$ cat src/rtl/serial_mag_comp.sv
// Bit-serial unsigned magnitude comparator, MSB first with early exit on the first differing bit.
// Result flags are held until the next accepted start; a start in DONE chains with no idle gap.
module serial_mag_comp #(
  parameter int WIDTH = 8
) (
  input  logic             clk,
  input  logic             rst_n,
  input  logic             start,
  input  logic [WIDTH-1:0] a,
  input  logic [WIDTH-1:0] b,
  output logic             busy,
  output logic             done,
  output logic             eq,
  output logic             gt,
  output logic             lt
);

  localparam int IW = (WIDTH > 2) ? $clog2(WIDTH) : 1;

  typedef enum logic [1:0] {
    IDLE = 2'd0,
    RUN  = 2'd1,
    DONE = 2'd2
  } state_t;

  state_t           state;
  state_t           state_nxt;
  logic [WIDTH-1:0] a_sh;
  logic [WIDTH-1:0] b_sh;
  logic [IW-1:0]    idx;
  logic             bit_eq;
  logic             accept;

  assign bit_eq = ~(a_sh[WIDTH-1] ^ b_sh[WIDTH-1]);
  assign accept = start && (state != RUN);

  always_ff @(posedge clk or negedge rst_n) begin
    if (!rst_n) begin
      state <= IDLE;
    end else begin
      state <= state_nxt;
    end
  end

  always_comb begin
    state_nxt = state;
    case (state)
      IDLE:    state_nxt = start ? RUN : IDLE;
      RUN:     state_nxt = (!bit_eq || idx == '0) ? DONE : RUN;
      DONE:    state_nxt = start ? RUN : IDLE;
      default: state_nxt = IDLE;
    endcase
  end

  always_comb begin
    busy = (state == RUN);
    done = (state == DONE);
  end

  // Operands shift left so the bit under test is always at the MSB position.
  always_ff @(posedge clk or negedge rst_n) begin
    if (!rst_n) begin
      a_sh <= '0;
      b_sh <= '0;
      idx  <= '0;
      eq   <= 1'b0;
      gt   <= 1'b0;
      lt   <= 1'b0;
    end else if (accept) begin
      a_sh <= a;
      b_sh <= b;
      idx  <= IW'(WIDTH - 1);
      eq   <= 1'b0;
      gt   <= 1'b0;
      lt   <= 1'b0;
    end else if (state == RUN) begin
      if (!bit_eq) begin
        gt <= a_sh[WIDTH-1];
        lt <= ~a_sh[WIDTH-1];
      end else if (idx == '0) begin
        eq <= 1'b1;
      end else begin
        idx  <= idx - IW'(1);
        a_sh <= {a_sh[WIDTH-2:0], 1'b0};
        b_sh <= {b_sh[WIDTH-2:0], 1'b0};
      end
    end
  end

endmodule

$ cat config.mk
export PLATFORM = sky130hd
export DESIGN_NAME = serial_mag_comp
export DESIGN_NICKNAME = d
export VERILOG_FILES = /design/src/rtl/serial_mag_comp.sv
export SDC_FILE = /design/constraint.sdc
export NUM_CORES = 1
export LEC_CHECK = 0
export CORE_UTILIZATION = 44
export CTS_CLUSTER_SIZE = 40
export DETAILED_ROUTE_END_ITERATION = 8
export GPL_TIMING_DRIVEN = 0
export PLACE_DENSITY = 0.74
export SYNTH_ARGS = -nofsm -noshare
export SYNTH_HDL_FRONTEND = slang
export SYNTH_SLANG_ARGS = --single-unit
$ cat constraint.sdc
create_clock -name clk -period 1.55 [get_ports clk]
set_input_delay 0.465 -clock clk [delete_from_list [all_inputs] [get_ports clk]]
set_output_delay 0.465 -clock clk [all_outputs]
set_load 0.02 [all_outputs]
After elaboration in Yosys (flattened, before gate mapping)
Index checks and enable logic that the tools add are counted.

word-level totals
  bits in registers = 24
  bits in latches = 0
  bits in writable memories = 0
  bits in read-only memories = 0
  bits of input ports = 19
  memories = 0

cells by class
  $add $sub $neg = 1
  $mul = 0
  div/mod/pow operators = 0
  magnitude comparators = 0
  equality and inequality tests = 5
  shift operators = 0
  muxes and demuxes = 25
  bitwise operators = 2
  reduce and logical (&&, ||, !) cells = 11

operator list
  cell                                                    count
  2-to-1 mux 8 bit                                        8
  2-to-1 mux 3 bit                                        4
  2-to-1 mux 1 bit                                        11
  AND reduction 3 bit                                     2
  nonzero test 2 bit                                      3
  inequality test 2 bit (second input constant)           2
  case mux 2 bit (2 select lines)                         1
  zero test 3 bit                                         1
  subtractor 3 x 1 -> 3 bit (second input constant)       1
  == test 2 x 1 -> 1 bit (second input constant)          1
  == test 2 bit (second input constant)                   1
  zero test 2 bit                                         1
  2-to-1 mux 2 bit                                        1
  inequality test 2 x 1 -> 1 bit (second input constant)  1
  AND reduction 2 bit                                     1
  OR reduction 2 bit                                      1
  logical AND 1 bit                                       1
  logical OR 1 bit                                        1
  NOT 1 bit                                               1
  bitwise XOR 1 bit                                       1

Depth between registers and ports, before layout
  depth after elaboration = 5
  depth in mapped cells = 8
  gate-level depth less buffers = 6

Worst setup path after synthesis
No wires, ideal clock.

  kind = register to register
  start = register idx[0]
  end = register a_sh[2]
  setup time = 118 ps
  arrival time = 1459 ps
  data required time = 1432 ps
  path slack = -27 ps
  stages on the path, launching flop included = 9
  path buffers = 2
  period minus slack after synthesis = 1577 ps
  cell sequence = dfrtp_1 > inv_1 > ha_1 > nand2b_1 > and3_1 > buf_4 > buf_6 > a22o_1 > a21o_1

on the way
  longest elaborated chain between the ends = 3

RTL lines
  item                             line  text
  from (decl)                      30    logic [IW-1:0] idx;
  from (signal assigned)           72    idx <= IW'(WIDTH - 1);
  from (signal assigned)           83    idx <= idx - IW'(1);
  zero test 3 bit                  80    end else if (idx == '0) begin
  inequality test 2 bit (no line)  --
  AND reduction 3 bit (no line)    --
  to (signal assigned)             84    a_sh <= {a_sh[WIDTH-2:0], 1'b0};
  to (decl)                        28    logic [WIDTH-1:0] a_sh;

Every way passes these cells.
A chain may end at the register's enable or synchronous reset.

Worst setup path in the final report
  start = register idx[1]
  end = register a_sh[3]

Same word-level chain as after synthesis.

==> impl_metrics.env <==
export IMPL_crit_chain="inv_2 -> ha_4 -> nand2b_4 -> and3_4 -> buf_6 -> buf_6 -> a22o_1 -> a21o_1"
export IMPL_grt_pass1_vias=902
export IMPL_startpoint="idx[1]$_DFFE_PN0P_"
export IMPL_io_pins=24
export IMPL_routed_top_layer="met4"
export IMPL_fin_crit_sh_pct=102
export IMPL_numCtsBuffers=3
export IMPL_timing_slew_headroom_pct=27.5
export IMPL_reg2reg_from="idx[1]$_DFFE_PN0P_"
export IMPL_final_cells=173
export IMPL_place_inst=149
export IMPL_synth_area_per_cell_sq_um=11.1
export IMPL_grt_use_total_pct=21.5
export IMPL_grt_pass1_wl_um=4040
export IMPL_netlist_instances=98
export IMPL_drt_pass1_iter_count=4
export IMPL_slowest_stage="dfrtp_1"
export IMPL_cpMostUsedCell="buf_6"
export IMPL_path_depth=8
export IMPL_clockBufferDepth=2
export IMPL_cp_buffers_inverters=3
export IMPL_worstPathRequired_ps=1770
export IMPL_worstSetupPathType="reg2reg"
export IMPL_setup_slack_ps=-37.1
export IMPL_vias=947
export IMPL_hpwl_um=1510
export IMPL_synth_seq_cells=24
export IMPL_syn_nets=119
export IMPL_violations="setup timing"
export IMPL_postPlaceCellArea_sq_um=1360
export IMPL_cp_endpoint="a_sh[3]$_DFFE_PN0P_"
export IMPL_synth_area_leaders="dfrtp_1, a22o_1, a21o_1, nand3_1, nand2_1"
export IMPL_min_path_type="reg2reg"
export IMPL_clkSinkCount=24
export IMPL_cp_slowest_stage_delay_ps=420
export IMPL_worst_pin_slew_ps=1080
export IMPL_crit_path_end_kind="flip-flop"
export IMPL_gp_congestion=0.767
export IMPL_power_w=0.00329
export IMPL_fin_nets=167
export IMPL_wl_um=2510
export IMPL_cts_htree_levels=1
export IMPL_hold_viol_final=0
export IMPL_io_buffers=23
export IMPL_rows=17
export IMPL_met2_length_um=1270
export IMPL_cts_tree="done"
export IMPL_yosys_area_top_type_share_pct=55.4
export IMPL_wl_per_cell_um=14.5
export IMPL_grt_max_degree=25
export IMPL_fin_area_sq_um=1620
export IMPL_antenna_found_initial=0
export IMPL_vias_per_cell=5.47
export IMPL_status="finished with violations"
export IMPL_setup_tns_ps=-293
export IMPL_drv_cap=0
export IMPL_reg2reg_to="a_sh[3]$_DFFE_PN0P_"
export IMPL_finalMaxSlewViolations=0
export IMPL_ys_seq_area_share_pct=55.4
export IMPL_hold_buffers=0
export IMPL_finalCriticalPeriod_ps=1590
export IMPL_clk_insertion_delay_late_ps=320
export IMPL_synth_flop_cell="dfrtp_1"
export IMPL_antenna_cells=0
export IMPL_cp_arrival_ps=1810
export IMPL_fmax_mhz=630
export IMPL_ant_nets=0
export IMPL_wl_met3_um=119
export IMPL_synth_area_leader_cell="dfrtp_1"
export IMPL_cp_start_kind="flip-flop"
export IMPL_rr_worst_depth=8
export IMPL_async_reset_ff_share_pct=100
export IMPL_setup_violations=11
export IMPL_synth_edff_count=0
export IMPL_power_density_nw_per_um2=2030
export IMPL_layout_drive_gt1_share_pct=29.7
export IMPL_synthDistinctLibCells=27
export IMPL_die_w_um=51.7
export IMPL_yosys_warnings=0
export IMPL_yosysMostFrequentCell="dfrtp_1"
export IMPL_r2r_slack_ps=-40
export IMPL_syn_to_final_growth_pct=49.5
export IMPL_rsz0062_at_grt="true"
export IMPL_worstPathMaxFanout=5
export IMPL_globalRouteOverflowTotal=0
export IMPL_clk_pin_slew_ps=130
export IMPL_wl_met1_um=1070
export IMPL_synth_common_cells="dfrtp_1, a22o_1, a21o_1, nand2_1, nand3_1"
export IMPL_start_util_pct=47.7
export IMPL_skew_ps=2.26
export IMPL_critPathTopFamily="flip-flops"
export IMPL_drc=0
export IMPL_placeableCoreArea_sq_um=2280
export IMPL_synth_area_sq_um=1080
export IMPL_drt_initial_drc_count=4
export IMPL_vdd_drop_max_uv=1190
export IMPL_leakagePower_nw=0.837
export IMPL_die_h_um=51.7
export IMPL_cts_root_buf="clkbuf_4"
export IMPL_die_area_sq_um=2670
[flip-flops by register name, indices dropped and copies added, names as in the netlist]
signal and flops:
eq 1, idx 3, a_sh 8, state 2
gt 1, lt 1, b_sh 8
[report_power, final]
| group | total [W] | internal [W] | switching, W |
|---|---|---|---|
| Clock | 0.000451 | 0.000262 | 0.000189 |
| Combinational | 0.00174 | 0.000962 | 0.000783 |
| Sequential | 0.00109 | 0.000904 | 0.000187 |
[area by class of cell]
| cell class | count | area, sq um |
|---|---|---|
| buffer | 4 | 37.5 |
| clock buffer | 3 | 22.5 |
| clock inverter | 1 | 30.0 |
| fill | 176 | 654 |
| inverter | 7 | 28.8 |
| multi-input combinational | 63 | 489 |
| sequential | 24 | 601 |
| tap | 28 | 35.0 |
| timing repair buffer | 43 | 378 |
[kinds of logic after synthesis]
logic type	after synthesis	share of synthesized area [%]
AO/OA/AOI/OAI	33	23.8
AND/OR/NAND/NOR	25	10.8
flip-flops	24	55.4
buffers and inverters	11	5.07
adder cells (fa/ha/maj)	4	4.15
XOR/XNOR	1	0.808
[metal layers]
metal	track usage (%)	vias up
met5	0	-
met4	11.7	0
met3	3.22	7
met2	36.8	29
met1	25.7	461
li1	-	450
[repair_timing]
item                                    in CTS  in global routing
pin swaps                                   10                  7
gates cloned                                 2                  0
endpoints found under the setup margin      24                 20
gates resized for setup                     25                  9
setup buffers                               15                  3
[stage by stage]
stage / utilization, % / worst slack, ps / hold slack [ps]
after CTS: 69.3 / -44.2 / 496
after global placement: 59.6 / -586 / 459
after global routing: 71.2 / -99.2 / 515
after floorplan: - / -19.1 / 169
final: 71.2 / -37.1 / 495
after detailed placement: 59.6 / -593 / 465
[cells in the final DEF (no fill, tap or decap)]
master	Yosys	routed
nor2_4	0	1
o311a_1	1	1
bufinv_16	0	1
nor3_1	2	1
buf_2	2	1
a22oi_2	0	2
inv_4	0	1
ha_4	0	1
clkdlybuf4s15_1	0	1
o22ai_1	1	1
a41oi_1	1	1
o21ai_0	1	1
o211ai_1	1	1
xnor2_2	0	1
maj3_1	2	2
clkdlybuf4s50_1	0	18
and3_4	0	1
dfrtp_1	24	24
a22o_1	12	12
a21o_1	10	10
ha_1	2	1
nor2_1	3	3
nand2b_4	0	2
clkbuf_4	0	3
nor3_2	0	1
inv_2	1	2
inv_1	6	4
a21oi_1	3	3
clkbuf_2	0	1
nand2_1	8	8
nor2b_1	1	1
dlygate4sd2_1	0	1
buf_4	1	20
a221o_1	1	1
buf_6	1	5
nand3_1	7	7
[worst min-delay path by stage]
stage	slack, ps	from	to	depth (start not counted)
6_report	500	a_sh[4]$_DFFE_PN0P_	a_sh[4]$_DFFE_PN0P_	1
5_1_grt	510	a_sh[2]$_DFFE_PN0P_	a_sh[2]$_DFFE_PN0P_	1
4_1_cts	500	a_sh[5]$_DFFE_PN0P_	a_sh[5]$_DFFE_PN0P_	1
3_5_place_dp	470	b_sh[3]$_DFFE_PN0P_	b_sh[3]$_DFFE_PN0P_	1
3_3_place_gp	460	idx[0]$_DFFE_PN0P_	idx[0]$_DFFE_PN0P_	1
2_1_floorplan	170	rst_n	a_sh[0]$_DFFE_PN0P_	0
(Power assumes the default switching activity.)
